$ cat src/rtl/reg_file_wb_if.sv
`default_nettype none
// ============================================================================
// Module      : reg_file_wb_if
// Description : Read, write-back and debug-dump signal bundle for reg_file_wb.
// Revision    : 1.0 - initial release
// ============================================================================
interface reg_file_wb_if #(
    parameter int WIDTH = 32
);
    logic [4:0]       rs_addr;
    logic [4:0]       rt_addr;
    logic [WIDTH-1:0] rd_data1;
    logic [WIDTH-1:0] rd_data2;
    logic             wr_en;
    logic [4:0]       wr_addr;
    logic [WIDTH-1:0] wr_data;
    logic             ovf;
    logic             ovf_flag;
    logic             dump_start;
    logic             dump_busy;
    logic             dump_valid;
    logic             dump_ready;
    logic [4:0]       dump_addr;
    logic [WIDTH-1:0] dump_data;

    modport master (
        output rs_addr, rt_addr, wr_en, wr_addr, wr_data, ovf, dump_start, dump_ready,
        input  rd_data1, rd_data2, ovf_flag, dump_busy, dump_valid, dump_addr, dump_data
    );

    modport slave (
        input  rs_addr, rt_addr, wr_en, wr_addr, wr_data, ovf, dump_start, dump_ready,
        output rd_data1, rd_data2, ovf_flag, dump_busy, dump_valid, dump_addr, dump_data
    );
endinterface
`default_nettype wire

$ cat src/rtl/reg_file_wb.sv
`default_nettype none
// ============================================================================
// Module      : reg_file_wb
// Description : 32x32 MIPS register file with overflow-suppressed write-back
//               and a valid/ready register dump port.
//               Optional macro REGFILE_BYPASS_EN enables read write-through.
// Revision    : 1.0 - initial release
// ============================================================================
module reg_file_wb #(
    parameter int               WIDTH    = 32,
    parameter logic [WIDTH-1:0] SP_RESET = '0
) (
    input  wire logic     CLK,
    input  wire logic     RST,
    reg_file_wb_if.slave  bus
);

    localparam logic [0:0] c_IDLE     = 1'b0;
    localparam logic [0:0] c_SEND     = 1'b1;
    localparam int         c_SP_INDEX = 29;
    localparam logic [4:0] c_LAST     = 5'd31;

    logic [WIDTH-1:0] r_regs [0:31];
    logic             r_ovf_flag;
    logic [0:0]       r_state;
    logic [0:0]       w_state_next;
    logic [4:0]       r_dump_addr;
    logic [4:0]       w_dump_addr_next;
    logic             w_dump_valid;
    logic             w_dump_busy;
    logic             w_wr_commit;
    logic [WIDTH-1:0] w_rd1;
    logic [WIDTH-1:0] w_rd2;

    assign w_wr_commit = bus.wr_en && !bus.ovf && (bus.wr_addr != 5'd0);

    // Entry 0 is never written, so it stays at its reset value of zero.
    always_ff @(posedge CLK or posedge RST) begin
        if (RST) begin
            for (int i = 0; i < 32; i++) begin
                r_regs[i[4:0]] <= (i == c_SP_INDEX) ? SP_RESET : '0;
            end
        end else if (w_wr_commit) begin
            r_regs[bus.wr_addr] <= bus.wr_data;
        end
    end

    always_ff @(posedge CLK or posedge RST) begin
        if (RST) begin
            r_ovf_flag <= 1'b0;
        end else if (bus.wr_en && bus.ovf) begin
            r_ovf_flag <= 1'b1;
        end
    end

    always_comb begin
        w_rd1 = (bus.rs_addr == 5'd0) ? '0 : r_regs[bus.rs_addr];
        w_rd2 = (bus.rt_addr == 5'd0) ? '0 : r_regs[bus.rt_addr];
`ifdef REGFILE_BYPASS_EN
        if (w_wr_commit && (bus.rs_addr == bus.wr_addr)) w_rd1 = bus.wr_data;
        if (w_wr_commit && (bus.rt_addr == bus.wr_addr)) w_rd2 = bus.wr_data;
`endif
    end

    always_ff @(posedge CLK or posedge RST) begin
        if (RST) begin
            r_state     <= c_IDLE;
            r_dump_addr <= 5'd0;
        end else begin
            r_state     <= w_state_next;
            r_dump_addr <= w_dump_addr_next;
        end
    end

    always_comb begin
        w_state_next     = r_state;
        w_dump_addr_next = r_dump_addr;
        w_dump_valid     = 1'b0;
        w_dump_busy      = 1'b0;
        case (r_state)
            c_IDLE: begin
                if (bus.dump_start) begin
                    w_state_next     = c_SEND;
                    w_dump_addr_next = 5'd0;
                end
            end
            c_SEND: begin
                w_dump_valid = 1'b1;
                w_dump_busy  = 1'b1;
                if (bus.dump_ready) begin
                    if (r_dump_addr == c_LAST) begin
                        w_state_next     = c_IDLE;
                        w_dump_addr_next = 5'd0;
                    end else begin
                        w_dump_addr_next = r_dump_addr + 5'd1;
                    end
                end
            end
            default: begin
                w_state_next     = c_IDLE;
                w_dump_addr_next = 5'd0;
            end
        endcase
    end

    assign bus.rd_data1   = w_rd1;
    assign bus.rd_data2   = w_rd2;
    assign bus.ovf_flag   = r_ovf_flag;
    assign bus.dump_valid = w_dump_valid;
    assign bus.dump_busy  = w_dump_busy;
    assign bus.dump_addr  = r_dump_addr;
    // The dump always sees stored contents; write-through never reaches it.
    assign bus.dump_data  = (r_dump_addr == 5'd0) ? '0 : r_regs[r_dump_addr];

endmodule
`default_nettype wire

$ cat src/flat_wrapper.sv
// flat-port wrapper written by rule: the top's interface ports become plain ports
module reg_file_wb_flat 
#(
    parameter int               WIDTH    = 32,
    parameter logic [WIDTH-1:0] SP_RESET = '0
)
  (CLK, RST, bus_rs_addr, bus_rt_addr, bus_wr_en, bus_wr_addr, bus_wr_data, bus_ovf, bus_dump_start, bus_dump_ready, bus_rd_data1, bus_rd_data2, bus_ovf_flag, bus_dump_busy, bus_dump_valid, bus_dump_addr, bus_dump_data);
  reg_file_wb_if #(.WIDTH(WIDTH)) bus_i ();
  input  wire logic CLK;
  input  wire logic RST;
  input wire logic [$bits(bus_i.rs_addr)-1:0] bus_rs_addr;
  input wire logic [$bits(bus_i.rt_addr)-1:0] bus_rt_addr;
  input wire logic [$bits(bus_i.wr_en)-1:0] bus_wr_en;
  input wire logic [$bits(bus_i.wr_addr)-1:0] bus_wr_addr;
  input wire logic [$bits(bus_i.wr_data)-1:0] bus_wr_data;
  input wire logic [$bits(bus_i.ovf)-1:0] bus_ovf;
  input wire logic [$bits(bus_i.dump_start)-1:0] bus_dump_start;
  input wire logic [$bits(bus_i.dump_ready)-1:0] bus_dump_ready;
  output wire logic [$bits(bus_i.rd_data1)-1:0] bus_rd_data1;
  output wire logic [$bits(bus_i.rd_data2)-1:0] bus_rd_data2;
  output wire logic [$bits(bus_i.ovf_flag)-1:0] bus_ovf_flag;
  output wire logic [$bits(bus_i.dump_busy)-1:0] bus_dump_busy;
  output wire logic [$bits(bus_i.dump_valid)-1:0] bus_dump_valid;
  output wire logic [$bits(bus_i.dump_addr)-1:0] bus_dump_addr;
  output wire logic [$bits(bus_i.dump_data)-1:0] bus_dump_data;
  assign bus_i.rs_addr = bus_rs_addr;
  assign bus_i.rt_addr = bus_rt_addr;
  assign bus_i.wr_en = bus_wr_en;
  assign bus_i.wr_addr = bus_wr_addr;
  assign bus_i.wr_data = bus_wr_data;
  assign bus_i.ovf = bus_ovf;
  assign bus_i.dump_start = bus_dump_start;
  assign bus_i.dump_ready = bus_dump_ready;
  assign bus_rd_data1 = bus_i.rd_data1;
  assign bus_rd_data2 = bus_i.rd_data2;
  assign bus_ovf_flag = bus_i.ovf_flag;
  assign bus_dump_busy = bus_i.dump_busy;
  assign bus_dump_valid = bus_i.dump_valid;
  assign bus_dump_addr = bus_i.dump_addr;
  assign bus_dump_data = bus_i.dump_data;
  reg_file_wb #(.WIDTH(WIDTH), .SP_RESET(SP_RESET)) u_core (.CLK(CLK), .RST(RST), .bus(bus_i));
endmodule
$ cat config.mk
export PLATFORM = sky130hd
export DESIGN_NAME = reg_file_wb_flat
export DESIGN_NICKNAME = d
export VERILOG_FILES = /design/src/rtl/reg_file_wb_if.sv /design/src/rtl/reg_file_wb.sv /design/src/flat_wrapper.sv
export SDC_FILE = /design/constraint.sdc
export NUM_CORES = 2
export LEC_CHECK = 0
export ABC_CLOCK_PERIOD_IN_PS = 30800
export CAP_MARGIN = 20
export CORE_ASPECT_RATIO = 1.75
export CORE_UTILIZATION = 30
export CTS_CLUSTER_SIZE = 30
export DETAILED_ROUTE_END_ITERATION = 8
export MAX_ROUTING_LAYER = met4
export SLEW_MARGIN = 0
export SYNTH_ARGS = -nofsm -noshare
export SYNTH_HDL_FRONTEND = slang
export SYNTH_SLANG_ARGS = --single-unit
$ cat constraint.sdc
create_clock -name CLK -period 30.8 [get_ports CLK]
set_clock_uncertainty 0.15 [all_clocks]
set_input_delay 3.08 -clock CLK [delete_from_list [all_inputs] [get_ports CLK]]
set_output_delay 3.08 -clock CLK [all_outputs]
set_load 0.02 [all_outputs]
==> impl_metrics.env <==
export IMPL_status="finished clean"
export IMPL_grtUsageTotal_pct=24.3
export IMPL_firstDrtPassIters=6
export IMPL_rsz0062_at_grt="no"
export IMPL_placed_area_um2=67400
export IMPL_power_per_cell_area_nw_per_um2=64.7
export IMPL_gp_congestion=0.864
export IMPL_cellLeakagePower_nw=30.2
export IMPL_clkPwrFrac_pct=27.4
export IMPL_placed_cells_incl_taps=7108
export IMPL_p_comb_share_pct=34.1
export IMPL_ys_ff_latch=1031
export IMPL_clk_pin_slew_ns=0.06
export IMPL_core_um2=209000
export IMPL_start_kind="input pin"
export IMPL_fmax_ghz=0.0907
export IMPL_ys_types=49
export IMPL_ir_drop_mv=0.0476
export IMPL_cts_sink_count=1031
export IMPL_h_tree_depth=3
export IMPL_dp_hpwl_mm=148
export IMPL_cts_buffer_depth=3
export IMPL_fin_util_pct=33.8
export IMPL_portBuffers=156
export IMPL_final_max_slew_viol_count=0
export IMPL_synth_area_um2=63400
export IMPL_ioPinCount=157
export IMPL_num_rows=222
export IMPL_synth_avg_cell_area_um2=13.9
export IMPL_required_ns=27.57
export IMPL_vias=45700
export IMPL_setup_viol=0
export IMPL_nets=4469
export IMPL_area_growth_pct=11.7
export IMPL_clockRootBuffer="clkbuf_16"
export IMPL_cp_arrival_ns=7.79
export IMPL_syn_inst=4571
export IMPL_via_per_inst=6.25
export IMPL_period_needed_ns=11.02
export IMPL_first_global_vias=46800
export IMPL_antenna_found_initial=25
export IMPL_numCtsBuffers=92
export IMPL_drive_gt1_share_pct=44.4
export IMPL_hold_buffers=0
export IMPL_post_route_period_util_pct=35.8
export IMPL_ys_flop_type="dfrtp_1"
export IMPL_yosysSeqAreaShare_pct=40.7
export IMPL_path_class="input pin to output port"
export IMPL_synthArstFlopShare_pct=100
export IMPL_hp_class="flip-flop to flip-flop"
export IMPL_critPathCaptureType="output port"
export IMPL_cap_violations=0
export IMPL_synth_enable_flop_cells=0
export IMPL_tns_ns=0
export IMPL_seqPwrFrac_pct=38.5
export IMPL_regArea_um2=25800
export IMPL_hold_violations=0
export IMPL_tightest_slew_ns=1.29
export IMPL_syn_num_nets=4627
export IMPL_wire_per_inst_um=34.9
export IMPL_synth_warnings=0
export IMPL_multiInputGateArea_um2=35400
export IMPL_die_h_um=610
export IMPL_start_util_pct=30.3
export IMPL_use_met2_pct=37.9
export IMPL_p_switching_mw=1.68
export IMPL_fin_cells=7310
export IMPL_critPathMaxFanout=100
export IMPL_n_fill_cell=20500
export IMPL_post_cts_setup_buffers=0
export IMPL_grt_max_degree=160
export IMPL_met1_usage_pct=27.9
export IMPL_stdcell_area_um2=70800
export IMPL_overflow=0
export IMPL_ant_nets=0
export IMPL_met3_usage_pct=5.20
export IMPL_total_power_mw=4.58
export IMPL_die_width_um=349
export IMPL_cts_resized=0
export IMPL_routed_wl_mm=255
export IMPL_detail_route_iter0_violations=4610
export IMPL_cts_tree="built"
export IMPL_insertion_delay_ns=0.73
export IMPL_grt_pass1_wl_mm=360
export IMPL_swShare_pct=36.6
export IMPL_drc=0
export IMPL_slew_headroom_pct=13.9
export IMPL_internal_power_mw=2.90
export IMPL_grt_busiest_layer="met2"
export IMPL_die_area_um2=213000
## cells in the final DEF, fill, tap and decap left out, types with 7 or more instances in the layout
cell,n
nand2_4,15
clkbuf_16,95
buf_12,10
clkbuf_1,15
nand3b_1,7
nor4_1,33
a22oi_1,214
a2111oi_0,16
diode_2,23
nor2b_4,7
o32ai_1,16
buf_4,107
nand3_1,19
bufinv_16,9
clkinv_2,22
o21ai_0,22
nor2b_1,53
mux4_2,543
mux2_2,1083
clkdlybuf4s50_1,148
clkbuf_8,16
o221ai_1,18
nor3_1,31
a311oi_1,9
mux2i_1,501
a22o_1,24
a31oi_1,9
dfrtp_1,1026
nand2_1,54
a211oi_1,41
and2_1,18
o22ai_1,45
nor2_4,20
a221oi_1,12
a21oi_1,128
## sequential cells by signal (all words and copies together) (netlist names)
name and count:
u_core.r_regs 1024, u_core.bus.ovf_flag 1, u_core.r_state 1, u_core.bus.dump_addr 5
## per-layer routing
metal / share of wire (%) / wire length, um / up-vias
met5: 0 / 0 / -
met4: 7.3 / 18700 / 0
met3: 8.3 / 21200 / 874
met2: 48 / 121000 / 2586
met1: 37 / 93600 / 24600
li1: - / - / 17700
## final timing paths
check	cells past startpoint	slack (ns)	startpoint	endpoint
worst max-delay path	8	19.78	bus_rs_addr[1]	bus_rd_data1[3]
worst min-delay path	0	0.28	u_core.r_regs[1013]$_DFFE_PP0P_	u_core.r_regs[1013]$_DFFE_PP0P_
worst max register to register	8	27.22	u_core.bus.dump_addr[1]$_DFFE_PP0P_	u_core.bus.dump_addr[3]$_DFFE_PP0P_
worst min register to register	0	0.28	u_core.r_regs[1013]$_DFFE_PP0P_	u_core.r_regs[1013]$_DFFE_PP0P_
max in group asynchronous	8	23.00	RST	u_core.r_regs[565]$_DFFE_PP0P_
min in group asynchronous	3	2.74	RST	u_core.r_regs[102]$_DFFE_PP0P_
## synthesized netlist by cell type, drive strengths merged, types with 2 or more instances
cell type,instances,area share [%]
ha,3,0.059
a221oi,12,0.17
a311oi,9,0.12
nand2b,5,0.049
buf,247,2.3
mux2i,501,7.9
o22ai,45,0.44
a21oi,128,1.0
a2111oi,16,0.22
a211oi,42,0.50
a31oi,9,0.089
a22oi,214,2.5
and2,23,0.23
and3,2,0.020
nand3,19,0.15
or2,3,0.030
nor2b,60,0.59
o32ai,16,0.22
mux2,1084,19
nor4,37,0.38
o221ai,18,0.25
clkbuf,292,1.8
nor3,32,0.25
nor3b,6,0.071
inv,5,0.030
o21ai,22,0.17
nor2,26,0.15
a32o,3,0.047
a31o,4,0.055
dfrtp,1031,41
a22o,24,0.33
mux4,543,19
nand2,73,0.43
o2111ai,4,0.055
nand3b,7,0.083
## kinds of logic (layout without fill, tap and decap cells)
group                    Yosys count  count (layout)  synth area share, %
other                              0              23                    0
AO/OA/AOI/OAI                    567             567                 6.23
buffers and inverters            545             461                 4.06
AND/OR/NAND/NOR                  297             297                 2.49
adder cells (fa/ha/maj)            3               3               0.0592
flip-flops                      1031            1031                 40.7
multiplexers                    2128            2128                 46.5
## final cells by class
type	count	share of cell area [%]
Antenna cell	23	0.0813
Clock buffer	124	3.69
Clock inverter	44	0.772
Sequential cell	1031	36.5
Tap cell	2800	4.95
Multi-Input combinational cell	2995	50.0
Timing Repair Buffer	287	4.00
Inverter	6	0.0371
## through the flow
stage / hold WS, ns / worst slack (ns)
floorplan: 0.308 / 13.36
global placement: 0.250 / 19.65
detailed placement: 0.253 / 19.71
CTS: 0.269 / 19.72
global route: 0.275 / 19.57
finish: 0.277 / 19.78
## power by group through the flow
stage | clock, mW | combinational [mW] | sequential [mW]
floorplan | 0 | 0.997 | 1.68
global placement | 0 | 1.53 | 1.77
detailed placement | 0 | 1.54 | 1.78
CTS | 1.27 | 1.55 | 1.75
global route | 1.32 | 1.62 | 1.78
finish | 1.25 | 1.56 | 1.76
## critical path, cell delays in order
cell and delay (ns):
buf_8 0.56, buf_12 0.65, buf_4 0.94, mux4_2 0.40, nor2b_1 0.13, o32ai_1 0.11
nor4_1 0.85, clkdlybuf4s50_1 0.77
(Power assumes the default switching activity.)
